<file path="src/rtl/warp_issue_scheduler_pkg.sv">
// Shared types and constants for the warp issue stage: execution-unit encoding,
// warp sizing and the dispatcher error codes reported through the sticky err vector.
package warp_issue_scheduler_pkg;

  localparam int unsigned KIANA_NUM_WARP = 8;
  localparam int unsigned KIANA_WIDBITS  = 3;

  localparam logic [31:0] KIANA_SP_ERR_DISPATCHER_BOTH_LSU_ALU_USED = 32'h0000_0008;
  localparam logic [31:0] KIANA_SP_ERR_DISPATCHER_INSTRUCTION_SELECTED_WITH_EXE_UNIT_NOT_READY =
    32'h0000_0010;

  typedef enum logic [1:0] {
    EXE_ALU = 2'd0,
    EXE_LSU = 2'd1,
    EXE_BRA = 2'd2
  } exe_unit_t;

  // A head with neither ALU nor LSU flag set belongs to the branch unit.
  function automatic exe_unit_t head_unit(input logic uses_alu, input logic uses_lsu);
    if (uses_alu) return EXE_ALU;
    else if (uses_lsu) return EXE_LSU;
    else return EXE_BRA;
  endfunction

endpackage

</file>
<file path="src/rtl/warp_issue_scheduler_if.sv">
// Bundle between the instruction-buffer/execution-unit side (master) and the
// issue scheduler (slave).
interface warp_issue_scheduler_if
  import warp_issue_scheduler_pkg::*;
#(
  parameter int unsigned NUM_WARP = KIANA_NUM_WARP,
  parameter int unsigned WID_W    = KIANA_WIDBITS
);
  logic [NUM_WARP-1:0] warp_active;
  logic [NUM_WARP-1:0] ibuf_valid;
  logic [NUM_WARP-1:0] ibuf_uses_alu;
  logic [NUM_WARP-1:0] ibuf_uses_lsu;
  logic [NUM_WARP-1:0] sb_stall;
  logic                alu_ready;
  logic                lsu_ready;
  logic                bra_ready;
  logic [NUM_WARP-1:0] ibuf_pop;
  logic                issue_valid;
  logic [WID_W-1:0]    issue_wid;
  exe_unit_t           issue_unit;
  logic [31:0]         err;

  modport master (
    output warp_active, ibuf_valid, ibuf_uses_alu, ibuf_uses_lsu, sb_stall,
           alu_ready, lsu_ready, bra_ready,
    input  ibuf_pop, issue_valid, issue_wid, issue_unit, err
  );

  modport slave (
    input  warp_active, ibuf_valid, ibuf_uses_alu, ibuf_uses_lsu, sb_stall,
           alu_ready, lsu_ready, bra_ready,
    output ibuf_pop, issue_valid, issue_wid, issue_unit, err
  );
endinterface

</file>
<file path="src/rtl/warp_issue_scheduler_rr_arbiter.sv">
// Combinational round-robin arbiter: the first requester at or after ptr_i
// (wrapping) wins. Holds no state; the caller owns the pointer.
module rr_arbiter #(
  parameter int unsigned N = 8,
  parameter int unsigned W = $clog2(N)
) (
  input  logic [N-1:0] req_i,
  input  logic [W-1:0] ptr_i,
  output logic [N-1:0] grant_o,
  output logic [W-1:0] grant_idx_o,
  output logic         any_grant_o
);

  int unsigned idx;

  always_comb begin
    grant_o     = '0;
    grant_idx_o = '0;
    any_grant_o = 1'b0;
    idx         = 0;
    for (int unsigned i = 0; i < N; i++) begin
      idx = (32'(ptr_i) + i) % N;
      if (!any_grant_o && req_i[W'(idx)]) begin
        any_grant_o          = 1'b1;
        grant_o[W'(idx)]     = 1'b1;
        grant_idx_o          = W'(idx);
      end
    end
  end

endmodule

</file>
<file path="src/rtl/warp_issue_scheduler.sv">
// Per-SM warp issue stage: picks one eligible warp per cycle, pops its head and
// registers the issue. Optional greedy re-issue under KIANA_SCHED_GREEDY_EN.
module warp_issue_scheduler
  import warp_issue_scheduler_pkg::*;
#(
  parameter int unsigned NUM_WARP = KIANA_NUM_WARP,
  parameter int unsigned WID_W    = KIANA_WIDBITS
) (
  input logic                    clk,
  input logic                    rst_n,
  warp_issue_scheduler_if.slave  sif
);

  logic [NUM_WARP-1:0] unit_rdy;
  logic [NUM_WARP-1:0] conflict;
  logic [NUM_WARP-1:0] elig;
  logic [NUM_WARP-1:0] rr_grant;
  logic [NUM_WARP-1:0] pop_raw;
  logic [WID_W-1:0]    rr_idx;
  logic                rr_any;
  logic [WID_W-1:0]    gnt_idx;
  logic                gnt_any;
  logic                keep;
  exe_unit_t           gnt_unit;
  logic                gnt_rdy;

  logic [WID_W-1:0]    rr_ptr_q, rr_ptr_d;
  logic                issue_valid_q, issue_valid_d;
  logic [WID_W-1:0]    issue_wid_q, issue_wid_d;
  exe_unit_t           issue_unit_q, issue_unit_d;
  logic [31:0]         err_q, err_d;

  always_comb begin
    unit_rdy = '0;
    for (int unsigned w = 0; w < NUM_WARP; w++) begin
      unit_rdy[w] = sif.ibuf_uses_alu[w] ? sif.alu_ready :
                    (sif.ibuf_uses_lsu[w] ? sif.lsu_ready : sif.bra_ready);
    end
  end

  assign conflict = sif.warp_active & sif.ibuf_valid & sif.ibuf_uses_alu & sif.ibuf_uses_lsu;
  assign elig     = sif.warp_active & sif.ibuf_valid & ~sif.sb_stall &
                    ~(sif.ibuf_uses_alu & sif.ibuf_uses_lsu) & unit_rdy;

  rr_arbiter #(
    .N (NUM_WARP),
    .W (WID_W)
  ) u_rr_arbiter (
    .req_i       (elig),
    .ptr_i       (rr_ptr_q),
    .grant_o     (rr_grant),
    .grant_idx_o (rr_idx),
    .any_grant_o (rr_any)
  );

`ifdef KIANA_SCHED_GREEDY_EN
  logic [WID_W-1:0] last_wid_q;
  logic             last_vld_q;

  assign keep = last_vld_q & elig[last_wid_q];

  always_comb begin
    pop_raw = rr_grant;
    if (keep) begin
      pop_raw             = '0;
      pop_raw[last_wid_q] = 1'b1;
    end
  end

  always_ff @(posedge clk or negedge rst_n) begin
    if (!rst_n) begin
      last_wid_q <= '0;
      last_vld_q <= 1'b0;
    end else begin
      last_vld_q <= gnt_any;
      if (gnt_any) last_wid_q <= gnt_idx;
    end
  end
`else
  assign keep    = 1'b0;
  assign pop_raw = rr_grant;
`endif

  assign gnt_any = keep | rr_any;
  assign gnt_idx = keep ? last_wid_q_or_rr() : rr_idx;

  function automatic logic [WID_W-1:0] last_wid_q_or_rr();
`ifdef KIANA_SCHED_GREEDY_EN
    return last_wid_q;
`else
    return rr_idx;
`endif
  endfunction

  assign gnt_unit = head_unit(sif.ibuf_uses_alu[gnt_idx], sif.ibuf_uses_lsu[gnt_idx]);

  always_comb begin
    gnt_rdy = 1'b0;
    unique case (gnt_unit)
      EXE_ALU: gnt_rdy = sif.alu_ready;
      EXE_LSU: gnt_rdy = sif.lsu_ready;
      default: gnt_rdy = sif.bra_ready;
    endcase
  end

  // Pops are combinational, so they are masked directly by reset.
  assign sif.ibuf_pop = pop_raw & {NUM_WARP{rst_n}};

  always_comb begin
    rr_ptr_d      = rr_ptr_q;
    issue_valid_d = gnt_any;
    issue_wid_d   = issue_wid_q;
    issue_unit_d  = issue_unit_q;
    err_d         = err_q;
    if (gnt_any) begin
      issue_wid_d  = gnt_idx;
      issue_unit_d = gnt_unit;
      if (!keep) begin
        rr_ptr_d = (gnt_idx == WID_W'(NUM_WARP - 1)) ? '0 : gnt_idx + WID_W'(1);
      end
      if (!gnt_rdy) begin
        err_d = err_d | KIANA_SP_ERR_DISPATCHER_INSTRUCTION_SELECTED_WITH_EXE_UNIT_NOT_READY;
      end
    end
    if (|conflict) begin
      err_d = err_d | KIANA_SP_ERR_DISPATCHER_BOTH_LSU_ALU_USED;
    end
  end

  always_ff @(posedge clk or negedge rst_n) begin
    if (!rst_n) begin
      rr_ptr_q      <= '0;
      issue_valid_q <= 1'b0;
      issue_wid_q   <= '0;
      issue_unit_q  <= EXE_ALU;
      err_q         <= '0;
    end else begin
      rr_ptr_q      <= rr_ptr_d;
      issue_valid_q <= issue_valid_d;
      issue_wid_q   <= issue_wid_d;
      issue_unit_q  <= issue_unit_d;
      err_q         <= err_d;
    end
  end

  assign sif.issue_valid = issue_valid_q;
  assign sif.issue_wid   = issue_wid_q;
  assign sif.issue_unit  = issue_unit_q;
  assign sif.err         = err_q;

endmodule

</file>
<file path="src/flat_wrapper.sv">
// flat-port wrapper written by rule: the top's interface ports become plain ports
module warp_issue_scheduler_flat import warp_issue_scheduler_pkg::*;
#(
  parameter int unsigned NUM_WARP = KIANA_NUM_WARP,
  parameter int unsigned WID_W    = KIANA_WIDBITS
)
  (clk, rst_n, sif_warp_active, sif_ibuf_valid, sif_ibuf_uses_alu, sif_ibuf_uses_lsu, sif_sb_stall, sif_alu_ready, sif_lsu_ready, sif_bra_ready, sif_ibuf_pop, sif_issue_valid, sif_issue_wid, sif_issue_unit, sif_err);
  warp_issue_scheduler_if #(.NUM_WARP(NUM_WARP), .WID_W(WID_W)) sif_i ();
  input logic clk;
  input logic rst_n;
  input wire logic [$bits(sif_i.warp_active)-1:0] sif_warp_active;
  input wire logic [$bits(sif_i.ibuf_valid)-1:0] sif_ibuf_valid;
  input wire logic [$bits(sif_i.ibuf_uses_alu)-1:0] sif_ibuf_uses_alu;
  input wire logic [$bits(sif_i.ibuf_uses_lsu)-1:0] sif_ibuf_uses_lsu;
  input wire logic [$bits(sif_i.sb_stall)-1:0] sif_sb_stall;
  input wire logic [$bits(sif_i.alu_ready)-1:0] sif_alu_ready;
  input wire logic [$bits(sif_i.lsu_ready)-1:0] sif_lsu_ready;
  input wire logic [$bits(sif_i.bra_ready)-1:0] sif_bra_ready;
  output wire logic [$bits(sif_i.ibuf_pop)-1:0] sif_ibuf_pop;
  output wire logic [$bits(sif_i.issue_valid)-1:0] sif_issue_valid;
  output wire logic [$bits(sif_i.issue_wid)-1:0] sif_issue_wid;
  output wire logic [$bits(sif_i.issue_unit)-1:0] sif_issue_unit;
  output wire logic [$bits(sif_i.err)-1:0] sif_err;
  assign sif_i.warp_active = sif_warp_active;
  assign sif_i.ibuf_valid = sif_ibuf_valid;
  assign sif_i.ibuf_uses_alu = sif_ibuf_uses_alu;
  assign sif_i.ibuf_uses_lsu = sif_ibuf_uses_lsu;
  assign sif_i.sb_stall = sif_sb_stall;
  assign sif_i.alu_ready = sif_alu_ready;
  assign sif_i.lsu_ready = sif_lsu_ready;
  assign sif_i.bra_ready = sif_bra_ready;
  assign sif_ibuf_pop = sif_i.ibuf_pop;
  assign sif_issue_valid = sif_i.issue_valid;
  assign sif_issue_wid = sif_i.issue_wid;
  assign sif_issue_unit = sif_i.issue_unit;
  assign sif_err = sif_i.err;
  warp_issue_scheduler #(.NUM_WARP(NUM_WARP), .WID_W(WID_W)) u_core (.clk(clk), .rst_n(rst_n), .sif(sif_i));
endmodule
</file>
<file path="config.mk">
export PLATFORM = sky130hd
export DESIGN_NAME = warp_issue_scheduler_flat
export DESIGN_NICKNAME = d
export VERILOG_FILES = /design/src/rtl/warp_issue_scheduler_pkg.sv /design/src/rtl/warp_issue_scheduler_if.sv /design/src/rtl/warp_issue_scheduler_rr_arbiter.sv /design/src/rtl/warp_issue_scheduler.sv /design/src/flat_wrapper.sv
export SDC_FILE = /design/constraint.sdc
export NUM_CORES = 1
export LEC_CHECK = 0
export BUFFER_PORTS_ARGS = -buffer_cell sky130_fd_sc_hd__buf_2
export CAP_MARGIN = 15
export CORE_MARGIN = 2
export CORE_UTILIZATION = 40
export DETAILED_ROUTE_END_ITERATION = 12
export PLACE_DENSITY_LB_ADDON = 0.25
export SYNTH_ARGS = -nofsm -noshare
export SYNTH_HDL_FRONTEND = slang
export SYNTH_SLANG_ARGS = --single-unit
</file>
<file path="constraint.sdc">
create_clock -name clk -period 3.9 [get_ports clk]
set_input_delay 0.39 -clock clk [delete_from_list [all_inputs] [get_ports clk]]
set_output_delay 0.39 -clock clk [all_outputs]
set_load 0.005 [all_outputs]
</file>
==> impl_metrics.yaml, run 1 <==
synthesis:
  synth_enable_flop_cells: 0
  synth_top_flop_cell: "sky130_fd_sc_hd__dfrtp_1"
  post-synth-top-area-cell: "sky130_fd_sc_hd__dfrtp_1"
  most_common_cell_in_the_synthesized_netlist: "sky130_fd_sc_hd__buf_4"
  syn_area_mm2: 0.00275
  synth-seq-area-share_pct: 10.0
  synth_seq_cells: 11
  synth_top_cells_by_count: "sky130_fd_sc_hd__buf_4, sky130_fd_sc_hd__nand2_1, sky130_fd_sc_hd__nor2_1"
  post_synth_inst_count: 324
  ys_warn_count: 0
  yosysUniqueCellTypes: 74
  synth_async_sr_flop_share_pct: 100
  netlist.area_leader.share_pct: 10.0
  mean_instance_size_in_the_synthesized_netlist_um2: 8.48
  synth_top_cells_by_area: "sky130_fd_sc_hd__dfrtp_1, sky130_fd_sc_hd__buf_4, sky130_fd_sc_hd__mux4_2, sky130_fd_sc_hd__mux2i_1, sky130_fd_sc_hd__mux4_1"
grt:
  gr-total-overflow: 0
  busiest_layer: "met2"
  first_global_vias: 2625
  grt_pass1_wl_um: 12800
  number_of_antenna_violations_at_the_first_check_in_global_routing: 0
  groute.layer.met1.usage_pct: 28.4
  track_usage_pct: 21.1
  met2_usage_pct: 36.3
  met3_usage_pct: 2.27
  grt_max_degree: 22
floorplanning:
  die-height_um: 86.9
  core-area_mm2: 0.00672
  start_util_pct: 40.9
  io-pin-count: 91
  die_area_mm2: 0.00754
  rows: 30
  die_width_um: 86.9
sta:
  fin_hold_ws_ns: 0.0663
  fin_clk_skew_ns: 0.00617
  timing.final.hold_violations: 0
  final.setup.tns_ns: 0
  timing.final.ws_setup_ns: 0.126
  max_slew_margin_pct: 61.6
  maximum_achievable_frequency_mhz: 265
  finalCritPeriodShare_pct: 96.8
  final_max_slew_viol_count: 0
  worstMarginPinSlew_ns: 0.576
  final.min_clock_period_ns: 3.77
  setup-violations-final: 0
clock_tree:
  tritoncts: "yes"
  worst_setup_hold_path_clk_slew_ns: 0.05
  clock_tree.htree_level_count: 1
  worst_skew_late_latency_ns: 0.24
  cts-root-buf: "sky130_fd_sc_hd__clkbuf_8"
  clock_sink_count: 11
  tritoncts.num_buffers: 3
  cts_buffer_depth: 2
pwr:
  power_frac_comb_pct: 87.6
  net-switching-power_mw: 1.40
  pwr-share-seq_pct: 8.3
  p_int_mw: 1.35
  power.share.switching_pct: 50.9
  vdd_ir_drop_max_uv: 496
  power.share.clock_pct: 4.1
  power.density_mw_per_mm2: 838
  power_leakage_nw: 1.47
critical_path:
  regToRegStartpoint: "u_core.rr_ptr_q[0]$_DFFE_PN0P_"
  worstPathCellList: "buf_4 -> and2_1 -> a211oi_2 -> or4_4 -> mux2_4 -> mux4_2 -> and4_4 -> and3_2 -> a221o_1 -> nand2_1 -> o21ai_0 -> and2_1 -> buf_2"
  critical_path.slowest_cell: "sky130_fd_sc_hd__or4_4"
  crit_path_max_incr_delay_ns: 0.59
  critical_path.reg2reg.endpoint: "u_core.sif.issue_unit[0]$_DFFE_PN0P_"
  timing_worst_setup_path_type: "input port to output pin"
  path_common_cell: "sky130_fd_sc_hd__and2_1"
  r2r.worst_path.cells: 13
  cp.arrival_ns: 3.38
  worst-r2r-setup-slack_ns: 0.44
  worstSetupEndpointType: "output pin"
  required_ns: 3.51
  worst-path-max-fanout: 8
  critPathLaunchType: "input port"
detailed_routing:
  drt_iter0_drc: 221
  drt_wl_total_um: 8090
  wirelength_per_cell_um: 17.0
  detailroute.via_count: 2834
  drc: 0
  pre_repair_dr_iteration_count: 5
  drt-vias-per-instance: 5.95
  detail-route-antenna-nets: 0
placement:
  post-place-ws_ns: 0.0944
  io_port_bufs: 60
  hpwl_detailed_um: 6560
  gp_congestion: 0.990
final_layout:
  final_layout_size_suffix_gt1_share_pct: 35.6
  final_nets: 449
  antenna-diode-count: 0
  multiInputGateArea_mm2: 0.00231
  finish.utilization_pct: 48.8
  layout-area-overhead-vs-synth_pct: 19.5
  seq_area_um2: 277
  fillCellCount: 676
run:
  max-cap-violations: 0
hold_path:
  hold_path_class: "input port to async pin"
status:
  status: "finished clean"
[power by group through the flow]
stage | Clock [mW] | Sequential [mW] | Combinational [mW]
final | 0.114 | 0.228 | 2.41
after global routing | 0.124 | 0.234 | 2.62
after CTS | 0.117 | 0.233 | 2.28
after detailed placement | 0 | 0.233 | 2.27
after global placement | 0 | 0.231 | 2.24
after floorplan | 0 | 0.210 | 1.65
[kinds of logic (layout without fill, tap and decap cells)]
family	after synthesis	after routing	synth area share [%]
xor gates and xnor gates	4	4	1.28
other	1	30	0.137
AOI/OAI and AO/OA	83	83	25.4
buffers and inverters	59	102	13.1
DFF	11	11	10.0
muxes	37	37	21.0
and+or+nand+nor	122	122	25.8
adders and majority gates	7	7	3.19
[area by class of cell]
| class | instances | area share [%] |
|---|---|---|
| well taps | 80 | 3.05 |
| clock buffers | 4 | 1.37 |
| flip-flops and latches | 11 | 8.43 |
| repair buffers | 84 | 15.2 |
| inverters | 14 | 1.60 |
| multi-input cells | 283 | 70.3 |
[critical path, delay by kind of cell]
kind / cells / cell delay [ns]
AO/OA/AOI/OAI: 3 / 0.50
buffers and inverters: 2 / 0.24
multiplexers: 2 / 0.83
AND/OR/NAND/NOR: 6 / 1.42
[cell usage in the layout (no fill, tap or decap), types with 3 or more instances in the layout]
master,instances
sky130_fd_sc_hd__buf_2,58
sky130_fd_sc_hd__conb_1,30
sky130_fd_sc_hd__nand2_1,26
sky130_fd_sc_hd__nor2_1,22
sky130_fd_sc_hd__buf_4,22
sky130_fd_sc_hd__inv_1,13
sky130_fd_sc_hd__nand4_1,13
sky130_fd_sc_hd__mux2i_1,13
sky130_fd_sc_hd__and2_1,11
sky130_fd_sc_hd__dfrtp_1,10
sky130_fd_sc_hd__a21boi_0,9
sky130_fd_sc_hd__a21oi_1,9
sky130_fd_sc_hd__mux4_2,8
sky130_fd_sc_hd__ha_1,7
sky130_fd_sc_hd__mux2_2,6
sky130_fd_sc_hd__a211oi_2,6
sky130_fd_sc_hd__nand3_1,6
sky130_fd_sc_hd__a22o_1,6
sky130_fd_sc_hd__a211oi_1,5
sky130_fd_sc_hd__or4_1,5
sky130_fd_sc_hd__mux4_1,5
sky130_fd_sc_hd__nor2b_1,5
sky130_fd_sc_hd__a22oi_1,5
sky130_fd_sc_hd__o22ai_1,4
sky130_fd_sc_hd__or4b_4,4
sky130_fd_sc_hd__or4b_1,4
sky130_fd_sc_hd__o21ai_0,4
sky130_fd_sc_hd__nor3_1,4
sky130_fd_sc_hd__o211a_1,4
sky130_fd_sc_hd__nand2b_1,3
sky130_fd_sc_hd__or4_4,3
sky130_fd_sc_hd__o211ai_1,3
sky130_fd_sc_hd__a221oi_2,3
sky130_fd_sc_hd__clkbuf_8,3
[per-stage QoR]
step                      power (mW)  instances  cell area [µm²]
final                           2.75        476             3280
after global routing            2.98        476             3280
after CTS                       2.63        471             3150
after detailed placement        2.50        467             3100
after global placement          2.47        467             3100
after floorplan                 1.86        353             2860
[flip-flops by register name, indices dropped and copies added (netlist names)]
| register | cells |
|---|---|
| u_core.rr_ptr_q | 3 |
| u_core.sif.err | 2 |
| u_core.sif.issue_valid | 1 |
| u_core.sif.issue_wid | 3 |
| u_core.sif.issue_unit | 2 |
[how the worst max path moves through the flow]
stage,from,end,slack [ns],depth (start not counted)
final,sif_lsu_ready,sif_ibuf_pop[7],0.13,13
after detailed placement,sif_bra_ready,sif_ibuf_pop[7],0.09,12
after global placement,sif_bra_ready,sif_ibuf_pop[7],0.09,12
after floorplan,u_core.rr_ptr_q[1]$_DFFE_PN0P_,u_core.rr_ptr_q[1]$_DFFE_PN0P_,0.41,11
after global routing,u_core.rr_ptr_q[0]$_DFFE_PN0P_,sif_ibuf_pop[7],-0.01,11
after CTS,u_core.rr_ptr_q[0]$_DFFE_PN0P_,sif_ibuf_pop[7],0.02,11
[layer usage]
layer	share of wire [%]	routed length [µm]
met5	0	0
met2	47	3820
met1	44	3530
met3	6.7	545
met4	2.4	193
[repair_timing]
action | in CTS | in global routing
setup endpoints to repair | 8 | 8
hold buffers | 0 | 0
setup buffers | 0 | 5
pin swaps | 0 | 4
gates cloned | 0 | 0
resized for setup | 2 | 21
Power figures use the tool's default switching activity.
==> run 2, diff against run 1 <==
CELL_PAD_IN_SITES_DETAIL_PLACEMENT = 0   (was default)
CELL_PAD_IN_SITES_GLOBAL_PLACEMENT = 2   (was default)
CORE_UTILIZATION = 27   (was 40)
clock period = 3.18 ns   (was 3.9 ns; I/O delays follow)
==> run 2 against run 1 <==
The flow now finishes with violations (negative setup slack). Global-route usage shrank 2.3 points. Critical path type is now register to output pin. Power grew 65%. Clock-buffer cell count stayed put.
==> impl_metrics.yaml, run 2 (synthesis gave the netlist of run 1 again) <==
status:
  status: "complete, but fails checks"
  violations_in_the_final_reports: "negative setup slack"
detailed_routing:
  drt_wl_total_um: 10300
  drc: 0
  drt_iter0_drc: 82
  wirelength_per_cell_um: 16.5
  detailroute.via_count: 3165
  pre_repair_dr_iteration_count: 4
  drt-vias-per-instance: 5.08
  detail-route-antenna-nets: 0
final_layout:
  final_nets: 543
  fillCellCount: 1031
  seq_area_um2: 275
  most_common_cell_after_layout_fill_and_taps_aside: "sky130_fd_sc_hd__buf_4"
  fin_cells: 623
  fin_area_mm2: 0.00426
  multiInputGateArea_mm2: 0.00249
  final_layout_size_suffix_gt1_share_pct: 53.7
  layout-area-overhead-vs-synth_pct: 55.1
  most_frequent_cells_in_the_layout: "sky130_fd_sc_hd__buf_4, sky130_fd_sc_hd__buf_2, sky130_fd_sc_hd__conb_1"
  antenna-diode-count: 0
critical_path:
  timing_worst_setup_path_type: "register to output pin"
  worst-path-max-fanout: 8
  timing.critical_path.to: "sif_ibuf_pop[5]"
  critPathLaunchType: "register"
  worst-r2r-setup-slack_ns: -0.33
  regToRegStartpoint: "u_core.rr_ptr_q[0]$_DFFE_PN0P_"
  worstSetupEndpointType: "output pin"
  r2r.worst_path.cells: 15
  required_ns: 2.86
  critical_path.reg2reg.endpoint: "u_core.sif.issue_unit[0]$_DFFE_PN0P_"
  cp.arrival_ns: 3.27
  worstSetupStartpoint: "u_core.rr_ptr_q[0]$_DFFE_PN0P_"
clock_tree:
  cts_buffer_depth: 2
  clock_tree.htree_level_count: 1
  tritoncts.num_buffers: 3
  worst_skew_late_latency_ns: 0.24
  cts-root-buf: "sky130_fd_sc_hd__clkbuf_8"
  tritoncts: "yes"
  worst_setup_hold_path_clk_slew_ns: 0.05
  clock_sink_count: 11
grt:
  grt_max_degree: 20
  number_of_antenna_violations_at_the_first_check_in_global_routing: 0
  track_usage_pct: 18.8
  gr-total-overflow: 0
  first_global_vias: 3247
  grt_pass1_wl_um: 16600
floorplanning:
  die-height_um: 105
  die_width_um: 105
  rows: 36
  start_util_pct: 28.0
  die_area_mm2: 0.0110
  io-pin-count: 91
  core-area_mm2: 0.00982
pwr:
  total_power_mw: 4.54
  power_leakage_nw: 1.97
  vdd_ir_drop_max_uv: 471
  power.density_mw_per_mm2: 1070
run:
  max-cap-violations: 0
placement:
  detailed_place.area_mm2: 0.00391
  hpwl_detailed_um: 8680
  io_port_bufs: 60
  post-place-ws_ns: -0.430
  gp_congestion: 0.955
  placed_cells: 609
sta:
  timing.final.ws_setup_ns: -0.407
  final.min_clock_period_ns: 3.59
  setup-violations-final: 14
  fin_clk_skew_ns: 0.00129
  timing.final.hold_violations: 0
  finalCritPeriodShare_pct: 113
  grt_setup_unrepaired: "true"
  maximum_achievable_frequency_mhz: 279
  final_max_slew_viol_count: 0
hold_path:
  hold_path_class: "input port to async pin"
run 2: how the worst min path moves through the flow:
stage	endpoint	slack (ns)	cells past startpoint
2_1_floorplan	u_core.rr_ptr_q[0]$_DFFE_PN0P_	0.02	0
3_3_place_gp	u_core.sif.err[4]$_DFFE_PN0P_	0.27	1
6_report	u_core.sif.err[4]$_DFFE_PN0P_	0.0003	1
4_1_cts	u_core.rr_ptr_q[0]$_DFFE_PN0P_	0.01	1
3_5_place_dp	u_core.rr_ptr_q[0]$_DFFE_PN0P_	0.27	1
5_1_grt	u_core.sif.err[4]$_DFFE_PN0P_	0.03	1
run 2: cell type report:
| class | instances | area share (%) |
|---|---|---|
| Clock buffer | 4 | 1.06 |
| Inverter | 14 | 1.35 |
| Multi-Input combinational cell | 283 | 58.6 |
| Sequential cell | 11 | 6.46 |
| Tap cell | 133 | 3.91 |
| Timing Repair Buffer | 178 | 28.7 |
run 2: worst max-delay path: stages (launching register included):
cell	delay [ns]
sky130_fd_sc_hd__dfrtp_1	0.39
sky130_fd_sc_hd__buf_4	0.18
sky130_fd_sc_hd__or4b_1	0.59
sky130_fd_sc_hd__and2_4	0.20
sky130_fd_sc_hd__mux4_2	0.46
sky130_fd_sc_hd__buf_4	0.16
sky130_fd_sc_hd__nand4_1	0.17
sky130_fd_sc_hd__nor4_4	0.05
sky130_fd_sc_hd__buf_4	0.16
sky130_fd_sc_hd__mux2i_2	0.16
sky130_fd_sc_hd__mux2i_1	0.12
sky130_fd_sc_hd__a21oi_1	0.20
sky130_fd_sc_hd__nor2b_1	0.07
sky130_fd_sc_hd__buf_2	0.12
run 2: per-layer routing:
metal	vias to the layer above	global-route usage (%)	wire length (µm)
met4	0	5.52	299
met1	1500	23.4	4480
met2	111	34.0	5120
li1	1534	-	-
met5	-	0	0
met3	20	2.31	408
run 2: stage by stage:
stage	utilization [%]	TNS [ns]	hold slack, ns
3_3_place_gp	39.8	-4.70	0.266
6_report	43.4	-4.11	0.000342
4_1_cts	42.3	-3.69	0.0117
2_1_floorplan	-	-0.164	0.0224
3_5_place_dp	39.8	-5.04	0.271
5_1_grt	43.4	-6.35	0.0267
run 2: power by group:
part | switching [mW] | internal, mW
Sequential | 0.0417 | 0.216
Clock | 0.0521 | 0.0880
Combinational | 1.99 | 2.15
Total | 2.08 | 2.46
run 2: timing repair:
action                                  4_1_cts  5_1_grt
endpoints found under the setup margin       14       15
gates resized for setup                      39       16
hold buffers                                  0        0
pin swaps                                    10       15
setup buffers                                 9        2
==> run 3, diff against run 2 <==
CORE_ASPECT_RATIO = 0.8   (was default)
SETUP_SLACK_MARGIN = 0.15   (was default)
==> run 3 against run 2 <==
The flow still finishes with violations (negative setup slack). Wire length is 3.9% lower. Final cell count is 0.96% lower. Sequential share of layout area hardly changed. Maximum frequency is 0.64% lower. Clock skew hardly changed. Sequential cell count stayed put. Cell area is 1.0% higher. Global-route usage is 0.84 points lower. Register-to-register slack better by 0.03 ns. Core utilization is 0.67 points higher. Combinational power is 2% higher. Critical path type unchanged. Largest cell class unchanged. Largest power group unchanged. Highest routed layer unchanged.
==> impl_metrics.yaml, run 3 (synthesis gave the netlist of run 1 again) <==
status:
  status: "complete, but fails checks"
  violations_in_the_final_reports: "negative setup slack"
grt:
  number_of_antenna_violations_at_the_first_check_in_global_routing: 0
  first_global_vias: 3082
  grt_pass1_wl_um: 15600
  grt_max_degree: 17
  track_usage_pct: 18.0
  gr-total-overflow: 0
floorplanning:
  rows: 32
  io-pin-count: 91
  die-height_um: 94.2
  die_width_um: 117
  start_util_pct: 28.1
  die_area_mm2: 0.0110
  core-area_mm2: 0.00977
detailed_routing:
  pre_repair_dr_iteration_count: 4
  drt_iter0_drc: 116
  wirelength_per_cell_um: 16.1
  drt_wl_total_um: 9910
  drc: 0
  detail-route-antenna-nets: 0
  detailroute.via_count: 3105
  drt-vias-per-instance: 5.03
pwr:
  power.share.clock_pct: 4.8
  vdd_ir_drop_max_uv: 637
  power_frac_comb_pct: 89.6
  net-switching-power_mw: 2.13
  power.density_mw_per_mm2: 1100
  power_leakage_nw: 1.94
  p_int_mw: 2.59
  power.share.switching_pct: 45.1
  total_power_mw: 4.72
  pwr-share-seq_pct: 5.6
final_layout:
  final_layout_size_suffix_gt1_share_pct: 53.8
  fillCellCount: 994
  layout-area-overhead-vs-synth_pct: 56.7
  final_nets: 534
  most_common_cell_after_layout_fill_and_taps_aside: "sky130_fd_sc_hd__buf_4"
  antenna-diode-count: 0
  fin_area_mm2: 0.00430
  multiInputGateArea_mm2: 0.00256
  most_frequent_cells_in_the_layout: "sky130_fd_sc_hd__buf_4, sky130_fd_sc_hd__buf_2, sky130_fd_sc_hd__conb_1"
  seq_area_um2: 278
  finish.utilization_pct: 44.1
placement:
  hpwl_detailed_um: 8330
  detailed_place.area_mm2: 0.00385
  gp_congestion: 0.927
  io_port_bufs: 60
sta:
  grt_setup_unrepaired: "true"
  max_slew_margin_pct: 64.1
  maximum_achievable_frequency_mhz: 277
  timing.final.ws_setup_ns: -0.430
  final.setup.tns_ns: -3.98
  setup-violations-final: 14
  final.min_clock_period_ns: 3.61
  final_max_slew_viol_count: 0
  worstMarginPinSlew_ns: 0.538
  fin_clk_skew_ns: 0.00109
  timing.final.hold_violations: 0
  finalCritPeriodShare_pct: 114
  fin_hold_ws_ns: 0.365
clock_tree:
  cts_buffer_depth: 2
  tritoncts.num_buffers: 3
  cts-root-buf: "sky130_fd_sc_hd__clkbuf_16"
  clock_tree.htree_level_count: 1
  clock_sink_count: 11
  tritoncts: "yes"
  worst_skew_late_latency_ns: 0.24
  worst_setup_hold_path_clk_slew_ns: 0.04
critical_path:
  regToRegStartpoint: "u_core.rr_ptr_q[0]$_DFFE_PN0P_"
  timing_worst_setup_path_type: "register to output pin"
  worstSetupStartpoint: "u_core.rr_ptr_q[0]$_DFFE_PN0P_"
  worst-path-max-fanout: 8
  worstSetupEndpointType: "output pin"
  critPathLaunchType: "register"
  cp.arrival_ns: 3.29
  required_ns: 2.86
hold_path:
  min_from: "u_core.sif.err[4]$_DFFE_PN0P_"
  hold_path_class: "register to register"
run:
  max-cap-violations: 0
-- run 3: changes by cell type in the layout (fill, tap and decap cells not counted), moves of 3 or more --
cell	change
sky130_fd_sc_hd__buf_4	-12
sky130_fd_sc_hd__and2_1	+3
sky130_fd_sc_hd__and2_4	-3
sky130_fd_sc_hd__clkbuf_16	+3
sky130_fd_sc_hd__clkbuf_8	-3
-- run 3: worst max-delay path: stages (launching register included) --
cell                       delay [ns]
sky130_fd_sc_hd__dfrtp_2         0.43
sky130_fd_sc_hd__buf_12          0.14
sky130_fd_sc_hd__or4_4           0.52
sky130_fd_sc_hd__o22a_1          0.24
sky130_fd_sc_hd__mux4_2          0.55
sky130_fd_sc_hd__and4_4          0.20
sky130_fd_sc_hd__and3_4          0.16
sky130_fd_sc_hd__buf_6           0.13
sky130_fd_sc_hd__a221oi_4        0.29
sky130_fd_sc_hd__nor2_1          0.08
sky130_fd_sc_hd__a21oi_1         0.13
sky130_fd_sc_hd__nor2b_1         0.06
sky130_fd_sc_hd__buf_2           0.12
-- run 3: routing by layer --
| metal | GRT usage (%) | up-vias | wire length [µm] |
|---|---|---|---|
| li1 | - | 1513 | - |
| met1 | 25.1 | 1480 | 4670 |
| met2 | 29.1 | 101 | 4600 |
| met3 | 2.97 | 11 | 487 |
| met4 | 3.73 | 0 | 147 |
| met5 | 0 | - | 0 |
-- run 3: power by group through the flow --
stage / logic (mW) / registers (mW) / clock network [mW]
after global placement: 3.44 / 0.262 / 0
after detailed placement: 3.46 / 0.262 / 0
after CTS: 3.84 / 0.260 / 0.234
after floorplan: 2.10 / 0.262 / 0
final: 4.23 / 0.264 / 0.226
after global routing: 4.56 / 0.274 / 0.239
-- run 3: final timing paths --
check,to,slack [ns],depth (start not counted)
worst max-delay path,sif_ibuf_pop[2],-0.43,12
worst min-delay path,u_core.sif.err[4]$_DFFE_PN0P_,0.37,0
worst max register to register,u_core.rr_ptr_q[1]$_DFFE_PN0P_,-0.30,11
worst min register to register,u_core.sif.err[4]$_DFFE_PN0P_,0.37,0
max in group asynchronous,u_core.rr_ptr_q[0]$_DFFE_PN0P_,2.12,2
min in group asynchronous,u_core.rr_ptr_q[2]$_DFFE_PN0P_,0.69,2
-- run 3: cell type report --
type / count / share of cell area [%]
multi-input cells: 283 / 59.4
repair buffers: 169 / 27.0
flip-flops and latches: 11 / 6.45
well taps: 136 / 3.95
clock buffers: 4 / 1.83
inverters: 14 / 1.31
-- run 3: timing repair --
action | in CTS | in global routing
pin swaps | 13 | 11
hold buffers | 1 | 0
buffers inserted | 8 | 2
hold endpoints to repair | 11 | 0
setup endpoints to repair | 16 | 16
resized for setup | 33 | 30
-- run 3: per-stage QoR --
stage | cells | setup slack (ns)
final | 617 | -0.430
after global routing | 617 | -0.568
after CTS | 615 | -0.447
after detailed placement | 602 | -0.481
after global placement | 602 | -0.411
after floorplan | 353 | -0.147
